$ cat config.mk
export PLATFORM = sky130hd
export DESIGN_NAME = button_event
export DESIGN_NICKNAME = d
export VERILOG_FILES = /design/src/rtl/button_event_pkg.sv /design/src/rtl/button_event.sv
export SDC_FILE = /design/constraint.sdc
export NUM_CORES = 1
export LEC_CHECK = 0
export ABC_AREA = 1
export BUFFER_PORTS_ARGS = -buffer_cell sky130_fd_sc_hd__buf_2
export CORE_MARGIN = 1
export CORE_UTILIZATION = 50
export CTS_CLUSTER_DIAMETER = 50
export DETAILED_ROUTE_END_ITERATION = 12
export MAX_ROUTING_LAYER = met4
export PLACE_DENSITY = 0.69
export REMOVE_ABC_BUFFERS = 1
export SETUP_SLACK_MARGIN = 0.4
export SLEW_MARGIN = 30
export SYNTH_ARGS = -nofsm -noshare
export SYNTH_HDL_FRONTEND = slang
export SYNTH_SLANG_ARGS = --single-unit
$ cat constraint.sdc
create_clock -name clk -period 1.43 [get_ports clk]
set_input_delay 0.0715 -clock clk [delete_from_list [all_inputs] [get_ports clk]]
set_output_delay 0.0715 -clock clk [all_outputs]
set_load 0.1 [all_outputs]
$ cat src/rtl/button_event_pkg.sv
// Shared event codes and FSM state encoding for the button event classifier.
// Also imported by the register-interface block that consumes these events.
package button_event_pkg;

    localparam logic [1:0] EV_NONE   = 2'd0;
    localparam logic [1:0] EV_CLICK  = 2'd1;
    localparam logic [1:0] EV_DOUBLE = 2'd2;
    localparam logic [1:0] EV_LONG   = 2'd3;

    typedef enum logic [2:0] {
        ST_ARM    = 3'd0,
        ST_IDLE   = 3'd1,
        ST_PRESS1 = 3'd2,
        ST_HOLD   = 3'd3,
        ST_GAP    = 3'd4,
        ST_PRESS2 = 3'd5
    } state_t;

endpackage

$ cat src/rtl/button_event.sv
// Classifies a debounced button level into CLICK / DOUBLE / LONG events held in a
// one-entry valid/ready register. Optional timestamping: BUTTON_EVENT_TIMESTAMP_EN.
import button_event_pkg::*;

module button_event #(
    parameter int   LONG_CYCLES   = 1000000,
    parameter int   DOUBLE_CYCLES = 300000,
`ifdef BUTTON_EVENT_TIMESTAMP_EN
    parameter int   TS_WIDTH      = 16,
`endif
    parameter logic ACTIVE_LEVEL  = 1'b1
) (
    input  logic                clk,
    input  logic                rst_n,
    input  logic                in,
    output logic                event_valid,
    output logic [1:0]          event_code,
    input  logic                event_ready,
`ifdef BUTTON_EVENT_TIMESTAMP_EN
    output logic [TS_WIDTH-1:0] event_time,
`endif
    output logic                overflow,
    output logic                busy
);

    localparam int MAX_CYCLES = (LONG_CYCLES > DOUBLE_CYCLES) ? LONG_CYCLES : DOUBLE_CYCLES;
    localparam int CW         = $clog2(MAX_CYCLES + 1);
    localparam logic [CW-1:0] LONG_LAST   = CW'(LONG_CYCLES - 1);
    localparam logic [CW-1:0] DOUBLE_LAST = CW'(DOUBLE_CYCLES - 1);

    state_t        state, next_state;
    logic [CW-1:0] count;
    logic          act;
    logic          emit;
    logic [1:0]    emit_code;
    logic          load;

    assign act  = (in == ACTIVE_LEVEL);
    assign busy = (state != ST_IDLE) && (state != ST_ARM);
    assign load = emit && (!event_valid || event_ready);

    always_ff @(posedge clk or negedge rst_n) begin
        if (!rst_n) begin
            state <= ST_ARM;
            count <= '0;
        end else begin
            state <= next_state;
            if (next_state != state)
                count <= '0;
            else if (count != '1)
                count <= count + 1'b1;
        end
    end

    // Input edges are tested before timeouts so a change on the timeout cycle wins.
    always_comb begin
        next_state = state;
        emit       = 1'b0;
        emit_code  = EV_NONE;
        case (state)
            ST_ARM:    if (!act) next_state = ST_IDLE;
            ST_IDLE:   if (act) next_state = ST_PRESS1;
            ST_PRESS1: begin
                if (!act) begin
                    next_state = ST_GAP;
                end else if (count == LONG_LAST) begin
                    emit       = 1'b1;
                    emit_code  = EV_LONG;
                    next_state = ST_HOLD;
                end
            end
            ST_HOLD:   if (!act) next_state = ST_IDLE;
            ST_GAP: begin
                if (act) begin
                    next_state = ST_PRESS2;
                end else if (count == DOUBLE_LAST) begin
                    emit       = 1'b1;
                    emit_code  = EV_CLICK;
                    next_state = ST_IDLE;
                end
            end
            ST_PRESS2: begin
                if (!act) begin
                    emit       = 1'b1;
                    emit_code  = EV_DOUBLE;
                    next_state = ST_IDLE;
                end else if (count == LONG_LAST) begin
                    emit       = 1'b1;
                    emit_code  = EV_DOUBLE;
                    next_state = ST_HOLD;
                end
            end
            default:   next_state = ST_ARM;
        endcase
    end

    // A new event may load on the same edge the held one is accepted.
    always_ff @(posedge clk or negedge rst_n) begin
        if (!rst_n) begin
            event_valid <= 1'b0;
            event_code  <= EV_NONE;
            overflow    <= 1'b0;
        end else begin
            if (load) begin
                event_valid <= 1'b1;
                event_code  <= emit_code;
            end else if (event_valid && event_ready) begin
                event_valid <= 1'b0;
                event_code  <= EV_NONE;
            end
            if (emit && event_valid && !event_ready)
                overflow <= 1'b1;
        end
    end

`ifdef BUTTON_EVENT_TIMESTAMP_EN
    logic [TS_WIDTH-1:0] ts_count;

    always_ff @(posedge clk or negedge rst_n) begin
        if (!rst_n) begin
            ts_count   <= '0;
            event_time <= '0;
        end else begin
            ts_count <= ts_count + 1'b1;
            if (load)
                event_time <= ts_count;
        end
    end
`endif

endmodule

==> flow_metrics.py <==
metrics = {
    "flow_run": {
        "cap_viol_max_count": 0,
    },
    "drt": {
        "first_pass_iters": 4,
        "routed_wirelength_mm": 4.53,
        "drc_errors": 0,
        "vias": 1739,
        "drt_iter0_markers": 96,
        "route.detailed.wl_per_inst_um": 13.1,
        "vias_per_cell": 5.03,
        "drtAntennaViolNets": 0,
    },
    "finish": {
        "syn_to_final_growth_pct": 50.8,
        "num_antenna_cells": 0,
        "finalCoreUtilization": 0.798,
        "final_layout_size_suffix_gt1_frac": 0.527,
        "fin_area_um2": 2710,
        "fin_nets": 306,
        "final_cells": 346,
    },
    "placed_design": {
        "port_buffers": 8,
        "place_area_um2": 2260,
        "dp_hpwl_mm": 2.98,
        "gp_congestion": 0.892,
        "place_inst": 331,
    },
    "clock_tree": {
        "clockBufferDepth": 2,
        "cts_sinks": 27,
        "cts_root_buf": "clkbuf_4",
        "cts_tree": "done",
        "clk_latency_ns": 0.33,
        "cts_htree_levels": 1,
        "cts_buffers": 3,
        "clk_pin_slew_ns": 0.16,
    },
    "yosys": {
        "synth_edf_count": 0,
        "ys_ff_latch": 27,
        "yosysMostFrequentCell": "nand2_1",
        "synth_top_area_share": 0.377,
        "synth_async_sr_flop_share": 1.00,
        "synthFlopType": "dfrtp_1",
        "synth_seq_area_share": 0.377,
        "syn_inst": 234,
        "netlist_area_um2": 1790,
        "avgSynthCellArea_um2": 7.67,
        "yosysTopAreaCell": "dfrtp_1",
        "synth_common_cells": "49 x nand2_1, 27 x dfrtp_1, 27 x nor2_2",
        "synthDistinctLibCells": 28,
        "yosys_warnings": 0,
        "synth_area_leaders": "dfrtp_1 38%, nand2_1 10%, nor2_2 9.4%, nand3_1 6.1%, inv_1 5.4%",
    },
    "floorplanning": {
        "initial_utilization": 0.529,
        "fp.dieH_um": 61.9,
        "num_rows": 21,
        "boundaryPins": 9,
        "die_x_um": 61.9,
        "dieArea_um2": 3830,
        "core_area_um2": 3390,
    },
    "grt": {
        "grt_max_degree": 28,
        "grt_pass1_wl_mm": 6.42,
        "track_usage": 0.239,
        "grt_pass1_vias": 1494,
        "grt_remaining_overflow": 0,
        "antenna_found_initial": 0,
    },
    "timing": {
        "finalWorstSetupSlack_ns": -0.347,
        "final-max-slew-violation-count": 0,
        "setup_violations": 24,
        "fmax_mhz": 563,
        "worst_pin_slew_ns": 0.626,
        "hold_viol_final": 0,
        "slew_headroom": 0.583,
        "finalCritPeriodShare": 1.24,
        "holdWs_ns": 0.0782,
        "finalClockSkew_ns": 0.00743,
        "rsz0062_at_grt": "true",
        "period_needed_ns": 1.78,
    },
    "worst_setup_path": {
        "cp_max_fo": 3,
        "worstPathArrival_ns": 2.02,
        "critPathLaunchType": "flop",
        "crit_type": "flop to flop",
        "end_kind": "flop",
        "cp.required_ns": 1.67,
    },
    "run_status": {
        "violations": "setup timing",
        "status": "complete, but fails checks",
    },
    "power": {
        "power_mw": 3.25,
        "power.leakage_nw": 1.28,
        "ir_drop_v": 0.000615,
        "powerDensity_nw_per_um2": 1200,
    },
    "hold_path": {
        "hold_class": "primary input to flop",
    },
}
cell families (layout without fill, tap and decap cells):
family | Yosys count | in the layout | share of synthesized area
AOI/OAI and AO/OA | 10 | 10 | 0.0307
xor gates and xnor gates | 12 | 12 | 0.0586
adders and majority gates | 1 | 1 | 0.00697
buffers and inverters | 36 | 102 | 0.0858
DFF | 27 | 27 | 0.377
and+or+nand+nor | 148 | 148 | 0.441
timing repair:
item	in CTS	in global routing
endpoints found under the hold margin	27	0
hold buffers	1	0
gates cloned	0	1
buffers inserted	4	5
gates resized for setup	33	44
pin swaps	8	13
setup endpoints to repair	32	32
cell usage in the layout (no fill, tap or decap), types with 8 or more instances in the layout:
cell	instances
nor2_4	11
buf_4	48
nand2_1	43
nand3_1	13
inv_2	10
nor2_1	12
buf_12	8
nand2_2	12
dfrtp_1	25
inv_1	22
nor2_2	24
nand3_2	10
path summary, 6_finish.rpt:
check                              start         to  slack (ns)  cells after the start
min in group asynchronous          rst_n  count[14]        0.28                      2
worst min-delay path                  in   state[2]        0.08                      3
worst max register to register  count[0]  count[15]       -0.35                     11
max in group asynchronous          rst_n   count[8]        0.71                      2
worst max-delay path            count[0]  count[15]       -0.35                     11
worst min register to register  overflow   overflow        0.54                      1
routing by layer:
layer / wire length, um / vias to the layer above / global-route usage
met2: 2360 / 32 / 0.381
met4: 63 / 0 / 0.0825
met1: 2000 / 839 / 0.313
met5: 0 / - / -
met3: 105 / 8 / 0.0311
li1: - / 860 / -
report_power, final:
group | switching (mW) | internal, mW | leakage [nW]
registers | 0.0811 | 0.842 | 0.368
clock network | 0.240 | 0.105 | 0.0177
logic | 1.11 | 0.866 | 0.898
final cells by class:
class | count | area, um2
Tap cell | 46 | 57.6
Clock buffer | 3 | 22.5
Fill cell | 200 | 683
Clock inverter | 1 | 5.00
Multi-Input combinational cell | 171 | 1200
Sequential cell | 27 | 678
Timing Repair Buffer | 65 | 616
Inverter | 33 | 124
sequential cells by signal, indices dropped and copies added, names as in the netlist:
name and count:
overflow 1, count 20, event_valid 1, event_code 2, state 3
worst max-delay path, cell delays in order, from the launching register on:
cell	delay [ns]
dfrtp_1	0.43
buf_4	0.13
buf_4	0.10
inv_1	0.05
nor2_2	0.13
nand2_1	0.09
nor2_1	0.10
nand3_1	0.11
nor3_2	0.22
nand2_1	0.11
xor2_1	0.18
nor2_2	0.05
stage by stage:
stage,setup WS [ns],TNS (ns)
finish,-0.347,-6.25
global route,-0.454,-8.98
CTS,-0.217,-4.58
detailed placement,-0.288,-5.94
global placement,-0.271,-5.07
floorplan,-0.916,-18.83
Note: power is estimated with default switching activity, not from simulation.
